===== src/rtl/fnd_scan_controller.sv =====
// fnd_scan_controller: captures a binary value, converts it to BCD with a
// sequential double-dabble, and time-multiplexes the committed digits onto
// shared active-low 7-segment lines.
// Optional feature macro: FND_LEADING_ZERO_BLANK_EN (blank leading zero digits).
module fnd_scan_controller #(
  parameter int unsigned DIGITS  = 4,
  parameter int unsigned VALUE_W = 14,
  parameter int unsigned CLK_HZ  = 100_000_000,
  parameter int unsigned SCAN_HZ = 1000
) (
  input  logic               i_clk,
  input  logic               i_reset,
  input  logic [VALUE_W-1:0] i_value,
  input  logic               i_load,
  input  logic               i_clear,
  input  logic               i_enable,
  input  logic [DIGITS-1:0]  i_dp,
  output logic               o_busy,
  output logic [DIGITS-1:0]  o_fnd_digit,
  output logic [7:0]         o_fnd_font
);

  localparam int unsigned BCD_W  = 4 * DIGITS;
  localparam int unsigned CNT_W  = $clog2(VALUE_W + 1);
  localparam int unsigned PRE_TC = CLK_HZ / SCAN_HZ - 1;
  localparam int unsigned PRE_W  = (PRE_TC > 0) ? $clog2(PRE_TC + 1) : 1;
  localparam int unsigned IDX_W  = $clog2(DIGITS);

  typedef enum logic [1:0] {
    S_IDLE   = 2'd0,
    S_SHIFT  = 2'd1,
    S_COMMIT = 2'd2
  } state_e;

  state_e             state_q, state_d;
  logic [VALUE_W-1:0] val_q, val_d;
  logic [BCD_W-1:0]   bcd_q, bcd_d;
  logic [BCD_W-1:0]   adj;
  logic               ovf_q, ovf_d;
  logic [CNT_W-1:0]   cnt_q, cnt_d;
  logic [BCD_W-1:0]   disp_q, disp_d;
  logic               busy_q, busy_d;

  logic [PRE_W-1:0]   presc_q, presc_d;
  logic [IDX_W-1:0]   idx_q, idx_d;

  logic [3:0]         nib;
  logic [DIGITS-1:0]  digit_q, digit_d;
  logic [7:0]         font_q, font_d;

  // Active-low a..g segment pattern for one hex nibble.
  function automatic logic [6:0] seg7(input logic [3:0] n);
    case (n)
      4'h0:    seg7 = 7'h40;
      4'h1:    seg7 = 7'h79;
      4'h2:    seg7 = 7'h24;
      4'h3:    seg7 = 7'h30;
      4'h4:    seg7 = 7'h19;
      4'h5:    seg7 = 7'h12;
      4'h6:    seg7 = 7'h02;
      4'h7:    seg7 = 7'h78;
      4'h8:    seg7 = 7'h00;
      4'h9:    seg7 = 7'h10;
      4'hA:    seg7 = 7'h08;
      4'hB:    seg7 = 7'h03;
      4'hC:    seg7 = 7'h46;
      4'hD:    seg7 = 7'h21;
      4'hE:    seg7 = 7'h06;
      default: seg7 = 7'h0E;
    endcase
  endfunction

  // Converter next-state: capture, add-3/shift, commit (with saturation), clear.
  // A bit shifted out of the top nibble means the value cannot fit in DIGITS
  // decimal digits; it is kept sticky in ovf and forces all-nines at commit.
  always_comb begin
    state_d = state_q;
    val_d   = val_q;
    bcd_d   = bcd_q;
    ovf_d   = ovf_q;
    cnt_d   = cnt_q;
    disp_d  = disp_q;
    adj     = bcd_q;
    for (int k = 0; k < int'(DIGITS); k++) begin
      if (bcd_q[4*k +: 4] >= 4'd5) adj[4*k +: 4] = bcd_q[4*k +: 4] + 4'd3;
    end
    case (state_q)
      S_IDLE: begin
        if (i_load) begin
          state_d = S_SHIFT;
          val_d   = i_value;
          bcd_d   = '0;
          ovf_d   = 1'b0;
          cnt_d   = '0;
        end
      end
      S_SHIFT: begin
        bcd_d = {adj[BCD_W-2:0], val_q[VALUE_W-1]};
        ovf_d = ovf_q | adj[BCD_W-1];
        val_d = val_q << 1;
        cnt_d = cnt_q + CNT_W'(1);
        if (cnt_q == CNT_W'(VALUE_W - 1)) state_d = S_COMMIT;
      end
      S_COMMIT: begin
        disp_d  = ovf_q ? {DIGITS{4'd9}} : bcd_q;
        state_d = S_IDLE;
      end
      default: state_d = S_IDLE;
    endcase
    if (i_clear) begin
      state_d = S_IDLE;
      disp_d  = '0;
    end
    busy_d = (state_d != S_IDLE);
  end

  // Converter and display registers.
  always_ff @(posedge i_clk or negedge i_reset) begin
    if (!i_reset) begin
      state_q <= S_IDLE;
      val_q   <= '0;
      bcd_q   <= '0;
      ovf_q   <= 1'b0;
      cnt_q   <= '0;
      disp_q  <= '0;
      busy_q  <= 1'b0;
    end else begin
      state_q <= state_d;
      val_q   <= val_d;
      bcd_q   <= bcd_d;
      ovf_q   <= ovf_d;
      cnt_q   <= cnt_d;
      disp_q  <= disp_d;
      busy_q  <= busy_d;
    end
  end

  // Scan prescaler and digit index; free-running regardless of enable/busy.
  always_comb begin
    presc_d = presc_q + PRE_W'(1);
    idx_d   = idx_q;
    if (presc_q == PRE_W'(PRE_TC)) begin
      presc_d = '0;
      idx_d   = (idx_q == IDX_W'(DIGITS - 1)) ? '0 : idx_q + IDX_W'(1);
    end
  end

  // Scan counter registers.
  always_ff @(posedge i_clk or negedge i_reset) begin
    if (!i_reset) begin
      presc_q <= '0;
      idx_q   <= '0;
    end else begin
      presc_q <= presc_d;
      idx_q   <= idx_d;
    end
  end

`ifdef FND_LEADING_ZERO_BLANK_EN
  logic [DIGITS-1:0] blank_q, blank_d;
  logic              seen;

  // Blank mask follows the display registers: digits above the top non-zero one.
  always_comb begin
    blank_d = '0;
    seen    = 1'b0;
    for (int k = int'(DIGITS) - 1; k >= 1; k--) begin
      if (disp_d[4*k +: 4] != 4'd0) seen = 1'b1;
      blank_d[k] = ~seen;
    end
  end

  // Blank mask register; reset matches an all-zero display.
  always_ff @(posedge i_clk or negedge i_reset) begin
    if (!i_reset) blank_q <= {{(DIGITS-1){1'b1}}, 1'b0};
    else          blank_q <= blank_d;
  end
`endif

  // Segment/digit drive for the current index.
  always_comb begin
    digit_d = '1;
    font_d  = 8'hFF;
    nib     = disp_q[{idx_q, 2'b00} +: 4];
    if (i_enable) begin
      digit_d = ~(DIGITS'(1) << idx_q);
      font_d  = {~i_dp[idx_q], seg7(nib)};
`ifdef FND_LEADING_ZERO_BLANK_EN
      if (blank_q[idx_q]) font_d[6:0] = 7'h7F;
`endif
    end
  end

  // Output registers.
  always_ff @(posedge i_clk or negedge i_reset) begin
    if (!i_reset) begin
      digit_q <= '1;
      font_q  <= 8'hFF;
    end else begin
      digit_q <= digit_d;
      font_q  <= font_d;
    end
  end

  assign o_busy      = busy_q;
  assign o_fnd_digit = digit_q;
  assign o_fnd_font  = font_q;

endmodule


===== config.mk =====
export PLATFORM = sky130hd
export DESIGN_NAME = fnd_scan_controller
export DESIGN_NICKNAME = d
export VERILOG_FILES = /design/src/rtl/fnd_scan_controller.sv
export SDC_FILE = /design/constraint.sdc
export NUM_CORES = 1
export LEC_CHECK = 0
export ABC_AREA = 0
export ABC_CLOCK_PERIOD_IN_PS = 6000
export CORE_ASPECT_RATIO = 1.5
export CORE_MARGIN = 5
export CORE_UTILIZATION = 55
export CTS_CLUSTER_SIZE = 8
export DETAILED_ROUTE_END_ITERATION = 16
export GPL_TIMING_DRIVEN = 0
export HOLD_SLACK_MARGIN = 0.12
export MAX_ROUTING_LAYER = met4
export PLACE_DENSITY = 0.86
export SYNTH_ARGS = -nofsm -noshare
export SYNTH_HDL_FRONTEND = slang
export SYNTH_SLANG_ARGS = --single-unit

===== constraint.sdc =====
create_clock -name i_clk -period 6 [get_ports i_clk]
set_input_delay 1.2 -clock i_clk [delete_from_list [all_inputs] [get_ports i_clk]]
set_output_delay 1.2 -clock i_clk [all_outputs]
set_load 0.02 [all_outputs]

==> out/results.txt <==
The die covers 9480 sq um. Together, buffers and inverters on the worst path number 3. The ratio of final minimum period to clock period is 0.458. The multi-input combinational cells in the finished layout cover a total of 1890 sq um.

In this run the deepest clock path goes through 2 buffers. The tools report the final setup violation count as 0. The floorplan has 39 rows.

Synthesis warning total: 0. The minimum clock period was 2.75 ns. The wire length of the first global-routing pass came out at 15100 um. The antenna diode instance count was 0. The layout has 587 filler cells. The tools report the startpoint kind of the worst setup timing path as an input pin. The worst setup path is captured at a register. The clock skew is 0.00654 ns, and the clock-pin slew reported for the worst setup and hold paths after clock tree synthesis is 0.06 ns. On the critical path the largest part of the delay comes from buffers and inverters. In this run the static leakage power is 2.04 nW. The run gives 2140 sq um as the area occupied by registers. The run gives 0.215 as the total global routing track utilization. The slowest stage of the critical path belongs to the cell clkdlybuf4s50_1. The placer congestion estimate is 0.906. In the synthesized netlist the dominant register cell turns out to be dfrtp_1. The critical path is of the in -> reg type. The count of final hold-check violations came out at 0.

Setup slack on the critical path of the routed design comes to 3.25 ns. The tools report the total length of routed wires as 8810 um. The register share of total power is 0.477, and the number of nets produced by synthesis is 456. The top cell type by total area after synthesis is dfrtp_1. The internal power of the cells was 0.000997 W; the number of nets with antenna violations after routing was 0.

The synthesized netlist occupies a cell area of 4180 sq um. Number of enable flip-flop cells after synthesis: 0. The per-cell routed wire length is 15.6 um. The max-capacitance violation count came out at 0.

The top fanout value on the critical path was 10. After clock tree synthesis, the repair step resized 0 gates. The logs give 0 for the initial antenna violation count and 0.00133 W for the post-layout total power. The ratio of cells with drive above 1 in the final layout is 0.112. The via count of the first global-routing pass was 3280; the post-synthesis register bit count was 85. The cell count after synthesis came out at 412.

Buffers inserted to repair hold after CTS numbered 0. The switching portion of total power came out at 0.248. The maximum number of pins on one net before global-route repair is 56, and the core outline area is 7510 sq um. The power density of the placed cells is 266 nW/um^2. The tools report the relative contribution of combinational cells to total power as 0.100. STA puts the critical path data arrival time at 3.02 ns. TritonCTS built the clock tree. Clock latency on the worst-skew pair, taken at its later pin, is 0.34 ns.

The area growth from synthesis to layout was 19.0%; the floorplan die width was 81.2 um. The required time of the critical path was 6.27 ns; the chip height was 117 um. CTS built an H-tree with a depth of 3. After the first detailed-routing iteration, the DRC count stood at 207.

Traced cell by cell, the critical path runs through clkdlybuf4s50_1 > or3b_2 > clkbuf_1 > nand2_1 > buf_2 > nor2_1 > nor2_1. On the worst path, the slowest cell contributes a delay of 0.46 ns. For this run, the number of standard cells in the final layout without fillers is 565. The final count of pins violating max slew is 0. The pre-antenna-repair detailed-routing pass consisted of 4 iterations. The share of synthesized registers carrying an async set or reset works out to 1.00.

Setup total negative slack on the finished layout was measured at 0 ns. The sink count of the clock tree is 85. The most used cell along the critical path is nor2_1. The fraction of the yosys area taken by sequential cells was 0.512; the effective utilization at floorplan was 0.556. In this run, placement finished with an instance count of 549. The mean instance size in the synthesized netlist was 10.1 sq um; the worst hold slack was 0.501 ns.

For this design the total switching power over the nets is 0.000329 W. Buffers inserted during clock tree synthesis total 9. The HPWL after detailed placement was 6280 um; the setup slack after placement was 2.89 ns. The headroom to the max-slew limit was 0.669.

Timing would allow up to 364 MHz. Setup repair after global routing left no endpoint under its margin. The count of buffers from port buffering came out at 34. Number of setup buffers added after CTS: 0.

Summed over all layers, the global routing overflow is 0. The worst min-delay path class is reg -> reg. Ranked by total cell area, the synthesized netlist is headed by dfrtp_1, dfstp_2, ha_1, nor2_1, xnor2_1. VDD sags by at most 0.203 mV.

The total via count in the routed design is 3173. The tools report the part of the total power dissipated in the clock network as 0.423. The tree is rooted in a clkbuf_16. Pin placement for this block handled 36 I/O pins. For this run, the post-layout net count is 502. The number of distinct library cells after synthesis was 42. For this run, design rule violations remaining after detail routing come to 0. The routed via count divided by cell count is 5.62. The area fraction of the dominant cell type after synthesis was 0.437; the actual slew at the worst max-slew pin was 0.496 ns. The run finished with clean final reports.
state kept, by name (all words and copies together), names as in the netlist:
name and flops:
presc_q 17, bcd_q 16, disp_q 16, val_q 14
o_fnd_font 8, cnt_q 4, o_fnd_digit 4, idx_q 2
state_q 2, o_busy 1, ovf_q 1
Yosys cell counts (8+ instances only):
cell / instances
nand2_1: 31
nand3_1: 26
mux2_2: 8
nor2_1: 44
a21oi_1: 18
dfrtp_1: 73
inv_1: 17
clkbuf_1: 19
xnor2_1: 15
ha_1: 21
o22ai_1: 13
o21ai_0: 22
dfstp_2: 12
nor3_1: 19
path summary, 6_finish.rpt:
path / startpoint / to / slack [ns] / cells after the start
max reg2reg: idx_q[0]$_DFFE_PN0N_ / o_fnd_font[6]$_DFF_PN1_ / 3.82 / 6
max: i_load / val_q[3]$_DFFE_PN0P_ / 3.25 / 7
min reg2reg: presc_q[0]$_DFF_PN0_ / presc_q[0]$_DFF_PN0_ / 0.50 / 1
min in group asynchronous: i_reset / presc_q[13]$_DFF_PN0_ / 0.79 / 1
min: presc_q[0]$_DFF_PN0_ / presc_q[0]$_DFF_PN0_ / 0.50 / 1
max in group asynchronous: i_reset / o_fnd_font[1]$_DFF_PN1_ / 4.56 / 2
worst reg2reg max path: stages, from the launching register on:
cell	delay [ns]
dfrtp_1	0.37
buf_2	0.25
mux4_2	0.62
ha_1	0.31
mux2_2	0.28
nand2_1	0.06
o311ai_0	0.18
cell families after synthesis:
| kind of cell | after synthesis | synth area share |
|---|---|---|
| muxes | 15 | 0.0533 |
| DFF | 85 | 0.512 |
| AOI/OAI and AO/OA | 71 | 0.102 |
| and+or+nand+nor | 159 | 0.189 |
| xor gates and xnor gates | 21 | 0.0440 |
| adders and majority gates | 21 | 0.0628 |
| buffers and inverters | 40 | 0.0365 |
layout make-up:
type,instances,share of cell area
flip-flops and latches,85,0.430
multi-input cells,287,0.379
repair buffers,35,0.0734
clock buffers,10,0.0480
well taps,102,0.0256
plain buffers,23,0.0179
inverters,17,0.0128
clock inverters,6,0.0126
layer usage:
layer,GRT usage,wire length (um)
met1,0.234,3460
met2,0.373,4720
met3,0.0398,382
met4,0.107,248
met5,-,0
stage by stage:
stage	util	area (sq um)
final	0.662	4980
after global routing	0.662	4980
after CTS	0.662	4980
after detailed placement	0.622	4670
after global placement	0.619	4650
after floorplan	-	4180
power groups by stage:
| stage | Clock (W) | Combinational (W) | Sequential (W) |
|---|---|---|---|
| after floorplan | 0 | 0.0000740 | 0.000640 |
| after global placement | 0 | 0.000125 | 0.000641 |
| after detailed placement | 0 | 0.000133 | 0.000643 |
| after CTS | 0.000566 | 0.000135 | 0.000632 |
| after global routing | 0.000594 | 0.000150 | 0.000636 |
| final | 0.000561 | 0.000133 | 0.000633 |
layout by cell type, fill, tap and decap left out, types with 3 or more instances in the layout:
master,count
nor3_1,19
o21ai_0,22
o211ai_1,4
a32o_1,4
nand3_1,26
nor3b_1,3
xor2_1,6
nand3b_1,4
mux4_2,5
mux2_2,8
clkbuf_1,19
nand2b_1,6
nor2_1,44
inv_1,17
or3_1,7
o22ai_1,13
o31ai_1,7
dfrtp_1,73
dfstp_2,12
clkinvlp_4,3
nand2_1,31
ha_1,21
clkdlybuf4s50_1,33
a21oi_1,18
clkbuf_16,9
xnor2_1,15
nand4_1,4
(Power assumes the default switching activity.)
